`src/rtl/text_cursor_pkg.sv`:
```
// Shared constants for the text cursor: register map, mode encoding and reset shape.
package text_cursor_pkg;

  localparam logic [1:0] ADDR_COL   = 2'd0;
  localparam logic [1:0] ADDR_ROW   = 2'd1;
  localparam logic [1:0] ADDR_SHAPE = 2'd2;
  localparam logic [1:0] ADDR_MODE  = 2'd3;

  typedef enum logic [1:0] {
    MODE_OFF       = 2'd0,
    MODE_STEADY    = 2'd1,
    MODE_BLINK     = 2'd2,
    MODE_BLINK_INV = 2'd3
  } mode_e;

  localparam logic [3:0] RST_START = 4'd14;
  localparam logic [3:0] RST_END   = 4'd15;

  // A move-triggered hold forces the cursor solid in both blinking modes.
  function automatic logic vis_for_mode(mode_e mode, logic blink, logic hold_active);
    logic vis;
    unique case (mode)
      MODE_OFF:       vis = 1'b0;
      MODE_STEADY:    vis = 1'b1;
      MODE_BLINK:     vis = blink | hold_active;
      MODE_BLINK_INV: vis = ~blink | hold_active;
      default:        vis = 1'b0;
    endcase
    return vis;
  endfunction

endpackage

```
`src/rtl/text_cursor_regs.sv`:
```
// Pending/active cursor register banks with frame-boundary commit, move hold counter
// and the frame-latched visibility flag.
module cursor_regs
  import text_cursor_pkg::*;
#(
  parameter int unsigned COLS        = 80,
  parameter int unsigned ROWS        = 30,
  parameter int unsigned HOLD_FRAMES = 30,
  localparam int unsigned CW = $clog2(COLS),
  localparam int unsigned RW = $clog2(ROWS)
) (
  input  logic          clk,
  input  logic          reset,
  input  logic          frame_start,
  input  logic          blinking,
  input  logic          wr_en,
  input  logic [1:0]    wr_addr,
  input  logic [7:0]    wr_data,
  output logic [CW-1:0] act_col,
  output logic [RW-1:0] act_row,
  output logic [3:0]    act_start,
  output logic [3:0]    act_end,
  output logic          visible
);

  localparam int unsigned HW = $clog2(HOLD_FRAMES + 2);

  logic [CW-1:0] pend_col_q, pend_col_d, act_col_q, act_col_d;
  logic [RW-1:0] pend_row_q, pend_row_d, act_row_q, act_row_d;
  logic [3:0]    pend_start_q, pend_start_d, act_start_q, act_start_d;
  logic [3:0]    pend_end_q, pend_end_d, act_end_q, act_end_d;
  mode_e         pend_mode_q, pend_mode_d, act_mode_q, act_mode_d;
  logic          moved_q, moved_d;
  logic [HW-1:0] hold_q, hold_d;
  logic          vis_q, vis_d;

  always_comb begin
    pend_col_d   = pend_col_q;
    pend_row_d   = pend_row_q;
    pend_start_d = pend_start_q;
    pend_end_d   = pend_end_q;
    pend_mode_d  = pend_mode_q;
    act_col_d    = act_col_q;
    act_row_d    = act_row_q;
    act_start_d  = act_start_q;
    act_end_d    = act_end_q;
    act_mode_d   = act_mode_q;
    moved_d      = moved_q;
    hold_d       = hold_q;
    vis_d        = vis_q;

    if (frame_start) begin
      act_col_d   = pend_col_q;
      act_row_d   = pend_row_q;
      act_start_d = pend_start_q;
      act_end_d   = pend_end_q;
      act_mode_d  = pend_mode_q;
      moved_d     = 1'b0;
      if (moved_q) begin
        hold_d = HW'(HOLD_FRAMES);
      end else if (hold_q != '0) begin
        hold_d = hold_q - HW'(1);
      end
      vis_d = vis_for_mode(pend_mode_q, blinking, hold_d != '0);
    end

    // A write on a commit cycle lands in pending and waits for the next frame.
    if (wr_en) begin
      unique case (wr_addr)
        ADDR_COL: begin
          pend_col_d = wr_data[CW-1:0];
          moved_d    = 1'b1;
        end
        ADDR_ROW: begin
          pend_row_d = wr_data[RW-1:0];
          moved_d    = 1'b1;
        end
        ADDR_SHAPE: begin
          pend_start_d = wr_data[3:0];
          pend_end_d   = wr_data[7:4];
        end
        default: pend_mode_d = mode_e'(wr_data[1:0]);
      endcase
    end
  end

  always_ff @(posedge clk) begin
    if (reset) begin
      pend_col_q   <= '0;
      pend_row_q   <= '0;
      pend_start_q <= RST_START;
      pend_end_q   <= RST_END;
      pend_mode_q  <= MODE_BLINK;
      act_col_q    <= '0;
      act_row_q    <= '0;
      act_start_q  <= RST_START;
      act_end_q    <= RST_END;
      act_mode_q   <= MODE_BLINK;
      moved_q      <= 1'b0;
      hold_q       <= '0;
      vis_q        <= 1'b0;
    end else begin
      pend_col_q   <= pend_col_d;
      pend_row_q   <= pend_row_d;
      pend_start_q <= pend_start_d;
      pend_end_q   <= pend_end_d;
      pend_mode_q  <= pend_mode_d;
      act_col_q    <= act_col_d;
      act_row_q    <= act_row_d;
      act_start_q  <= act_start_d;
      act_end_q    <= act_end_d;
      act_mode_q   <= act_mode_d;
      moved_q      <= moved_d;
      hold_q       <= hold_d;
      vis_q        <= vis_d;
    end
  end

  assign act_col   = act_col_q;
  assign act_row   = act_row_q;
  assign act_start = act_start_q;
  assign act_end   = act_end_q;
  assign visible   = vis_q;

endmodule

```
`src/rtl/text_cursor.sv`:
```
// Text-mode cursor overlay: frame-committed cursor registers plus a two-stage
// pixel compare pipeline producing the cursor mask.
module text_cursor
  import text_cursor_pkg::*;
#(
  parameter int unsigned COLS        = 80,
  parameter int unsigned ROWS        = 30,
  parameter int unsigned CHAR_HEIGHT = 16,
  parameter int unsigned HOLD_FRAMES = 30,
  localparam int unsigned CW = $clog2(COLS),
  localparam int unsigned RW = $clog2(ROWS),
  localparam int unsigned SW = $clog2(CHAR_HEIGHT)
) (
  input  logic          clk,
  input  logic          reset,
  input  logic          blinking,
  input  logic          frame_start,
  input  logic          px_valid,
  input  logic [CW-1:0] col,
  input  logic [RW-1:0] row,
  input  logic [SW-1:0] scanline,
  input  logic          wr_en,
  input  logic [1:0]    wr_addr,
  input  logic [7:0]    wr_data,
  output logic          cursor_px,
  output logic          cursor_visible
);

  logic [CW-1:0] act_col;
  logic [RW-1:0] act_row;
  logic [3:0]    act_start, act_end;
  logic          visible;

  cursor_regs #(
    .COLS        (COLS),
    .ROWS        (ROWS),
    .HOLD_FRAMES (HOLD_FRAMES)
  ) u_regs (
    .clk         (clk),
    .reset       (reset),
    .frame_start (frame_start),
    .blinking    (blinking),
    .wr_en       (wr_en),
    .wr_addr     (wr_addr),
    .wr_data     (wr_data),
    .act_col     (act_col),
    .act_row     (act_row),
    .act_start   (act_start),
    .act_end     (act_end),
    .visible     (visible)
  );

  logic [3:0] sl;
  logic       in_range;
  logic       hit_d, hit_q, px_q;

  assign sl = 4'(scanline);
  // Out-of-range positions are representable in the port widths and must never match.
  assign in_range = (32'(act_col) < COLS) && (32'(act_row) < ROWS);

  always_comb begin
    hit_d = px_valid && in_range && (col == act_col) && (row == act_row) &&
            (act_start <= sl) && (sl <= act_end);
  end

  always_ff @(posedge clk) begin
    if (reset) begin
      hit_q <= 1'b0;
      px_q  <= 1'b0;
    end else begin
      hit_q <= hit_d;
      px_q  <= hit_q & visible;
    end
  end

  assign cursor_px      = px_q;
  assign cursor_visible = visible;

endmodule
```
`config.mk`:
```
export PLATFORM = sky130hd
export DESIGN_NAME = text_cursor
export DESIGN_NICKNAME = d
export VERILOG_FILES = /design/src/rtl/text_cursor_pkg.sv /design/src/rtl/text_cursor_regs.sv /design/src/rtl/text_cursor.sv
export SDC_FILE = /design/constraint.sdc
export NUM_CORES = 1
export LEC_CHECK = 0
export CAP_MARGIN = 20
export CELL_PAD_IN_SITES_DETAIL_PLACEMENT = 0
export CELL_PAD_IN_SITES_GLOBAL_PLACEMENT = 1
export CORE_MARGIN = 1.5
export CORE_UTILIZATION = 40
export DETAILED_ROUTE_END_ITERATION = 8
export PLACE_DENSITY = 0.78
export SETUP_SLACK_MARGIN = 0.3
export SYNTH_ARGS = -nofsm -noshare
export SYNTH_HDL_FRONTEND = slang
export SYNTH_SLANG_ARGS = --single-unit
```
`constraint.sdc`:
```
create_clock -name clk -period 2.15 [get_ports clk]
set_clock_uncertainty 0.2 [all_clocks]
set_input_delay 0.3225 -clock clk [delete_from_list [all_inputs] [get_ports clk]]
set_output_delay 0.3225 -clock clk [all_outputs]
set_load 0.02 [all_outputs]
```
==> out/metrics.cfg <==
[run_status]
status = finished clean

[cts]
cts.root.buffer_cell = clkbuf_8
clkLatencyLatePin_ns = 0.30
hold_buffers = 0
cts_setup_buffers = 0
cts_sinks = 51
tritoncts = done
path_clk_slew_ns = 0.09
cts_buffers = 5
htreeDepth = 2
cts.path.max_buffers = 2

[critical_path]
crit_chain = clkdlybuf4s50_1
worst_r2r_path_depth = 7
timing.rr.start = u_regs.hold_q[0]$_SDFFE_PP0P_
critPathRequiredTime_ns = 1.63
cpMaxStageDelayCell = clkdlybuf4s50_1
path_buf_inv = 1
slowest_delay_ns = 0.62
crit_family = buffers and inverters
critPathArrivalTime_ns = 1.28
crit_path_start = u_regs.visible$_SDFFE_PP0P_
r2r-end = u_regs.visible$_SDFFE_PP0P_
path_depth = 1
end_kind = output pin
crit_path_max_fanout = 3
cp-start-kind = flip-flop
crit_type = reg2out
reg2reg_slack_ns = 0.37

[placed_design]
dp_hpwl_um = 3400
portBuffers = 33
routabilityCongestion = 0.7602
dpl-instance-area_um2 = 2685

[drt]
ant_nets = 0
remaining_drc_errors = 0
drtIter0Drc = 43
vias_per_cell = 4.842
routed_wl_um = 4688
dr.pass1.iters = 4
wl_per_cell_um = 12.99
vias = 1748

[grt]
first_global_vias = 1681
grt_max_degree = 34
grt_pass1_wl_um = 8045
overflow = 0
grt_usage_pct = 16.66
antenna_found_initial = 0

[synth]
synth_area_leader_cell = dfxtp_1
synth_area_leaders = dfxtp_1 45%, mux2i_1 14%, nor2_1 5.8%
synth_flop_cell = dfxtp_1
synth.top_cell.area_share_pct = 45.33
ys_seq_area_share_pct = 45.33
async_flop_share_pct = 0
synth_warnings = 0
post_synth.cell_area_avg_um2 = 8.937
netlist_top_cells_count = 51 x dfxtp_1, 35 x nor2_1, 31 x mux2i_1, 31 x nand2_1, 15 x inv_1
syn_area_um2 = 2252
yosysMostFrequentCell = dfxtp_1
syn_inst = 252
ys_types = 37
synth-edff-count = 0
syn-num-nets = 293
ys_ff_latch = 51

[layout]
area_delta_synth_final_pct = 26.50
n_antenna_cell = 0
nNetsFinal = 329
design_area_um2 = 2849
layout-drive-gt1-share_pct = 7.958

[timing]
rsz0062_at_grt = true
setup_viol_count_final = 0
fin_crit_ns = 1.806
slew_headroom_pct = 73.27
maxSlewViolCount = 0
tightest_slew_ns = 0.3997
finalSetupTns_ns = 0
fmaxAchievable_mhz = 553.8
whs_ns = 0.2648
hold_viol = 0
post-route-period-util_pct = 83.98

[power_and_ir_drop]
ir_drop_uv = 400.4
total_power_mw = 2.126
p_seq_share_pct = 47.9
power.switching_mw = 0.4980
netSwitchingFraction_pct = 23.42
p_int_mw = 1.628
comb_power_share_pct = 15.8
leakage_nw = 1.251
clkPwrFrac_pct = 36.3
powerDensity_nw_per_um2 = 746.4

[floorplanning]
coreArea_um2 = 5473
io_pins = 34
die_x_um = 78.04
initial_core_util_pct = 41.15
fp.dieArea_um2 = 6089
rows = 27
die_h_um = 78.04

[worst_hold_path]
hp-class = reg2reg
worstHoldEndpoint = u_regs.pend_start_q[0]$_SDFFE_PP0P_
holdPathStages = 2
hold_start = u_regs.pend_start_q[0]$_SDFFE_PP0P_

[flow_run]
maxCapViolations = 0

-- final cells by class --
cell class / instances / area, um^2
Fill cell: 559 / 2624
Multi-Input combinational cell: 176 / 1164
Inverter: 16 / 60.06
Tap cell: 72 / 90.09
Clock inverter: 2 / 60.06
Clock buffer: 6 / 72.57
Timing Repair Buffer: 38 / 380.4
Sequential cell: 51 / 1022
-- power groups by stage --
| stage | Clock, mW | Sequential (mW) | Combinational (mW) |
|---|---|---|---|
| finish | 0.771 | 1.02 | 0.337 |
| global route | 0.842 | 1.02 | 0.373 |
| CTS | 0.802 | 1.02 | 0.330 |
| detailed placement | 0 | 1.04 | 0.311 |
| global placement | 0 | 1.04 | 0.308 |
| floorplan | 0 | 1.03 | 0.186 |
-- state kept, by name, indices dropped and copies added (netlist names), 2 cells and up --
name                 count
u_regs.act_col           7
u_regs.act_end           4
u_regs.act_row           5
u_regs.act_start         4
u_regs.hold_q            5
u_regs.pend_col_q        7
u_regs.pend_end_q        4
u_regs.pend_mode_q       2
u_regs.pend_row_q        5
u_regs.pend_start_q      4
-- per-stage QoR --
step	setup WS (ns)	util (%)	cells
2_1_floorplan	0.3474	-	252
3_3_place_gp	0.1912	49.06	353
3_5_place_dp	0.1129	49.06	353
4_1_cts	0.3080	51.92	361
5_1_grt	0.2833	52.06	361
6_report	0.3444	52.06	361
-- per-layer routing --
| layer | part of all wire [%] | vias to the layer above | track usage [%] | routed length (um) |
|---|---|---|---|---|
| li1 | - | 929 | - | - |
| met4 | 0.23 | 0 | 4.286 | 11 |
| met3 | 3.1 | 2 | 3.837 | 145 |
| met2 | 44 | 27 | 25.74 | 2066 |
| met1 | 53 | 790 | 23.47 | 2464 |
| met5 | 0 | - | 0 | 0 |
-- cells in the final DEF (no fill, tap or decap), drive strengths merged, types with 6 or more instances in the layout --
cell            n
clkbuf          6
mux2i          31
nand2          31
dfxtp          51
nand3          11
o21ai           6
ha              9
clkdlybuf4s50  33
inv            15
a21oi           9
nor2           36
xor2            8
-- logic make-up (layout without fill, tap and decap cells) --
group                      count (synthesis)  in the layout  share of synthesized area (%)
DFF                                       51             51                          45.33
xor gates and xnor gates                   9              9                          3.500
buffers and inverters                     25             62                          4.333
and+or+nand+nor                           96             96                          19.00
AOI/OAI and AO/OA                         31             31                          9.056
muxes                                     31             31                          13.78
adders and majority gates                  9              9                          5.000
-- what timing repair did --
| action | in CTS | in global routing |
|---|---|---|
| setup endpoints to repair | 1 | 3 |
| cloned | 0 | 0 |
| resized for setup | 5 | 3 |
| pin swaps | 1 | 1 |
-- worst min-delay path, stage by stage, from the launching register on --
cell and delay (ns):
dfxtp_1 0.32, nand2_1 0.05, a21oi_1 0.05
-- worst max-delay path by stage --
stage | to | slack, ns
after detailed placement | hit_q$_SDFF_PP0_ | 0.11
after global placement | hit_q$_SDFF_PP0_ | 0.19
after floorplan | u_regs.visible$_SDFFE_PP0P_ | 0.35
final | cursor_visible | 0.34
after global routing | u_regs.visible$_SDFFE_PP0P_ | 0.28
after CTS | u_regs.visible$_SDFFE_PP0P_ | 0.31
Note: power is estimated with default switching activity, not from simulation.
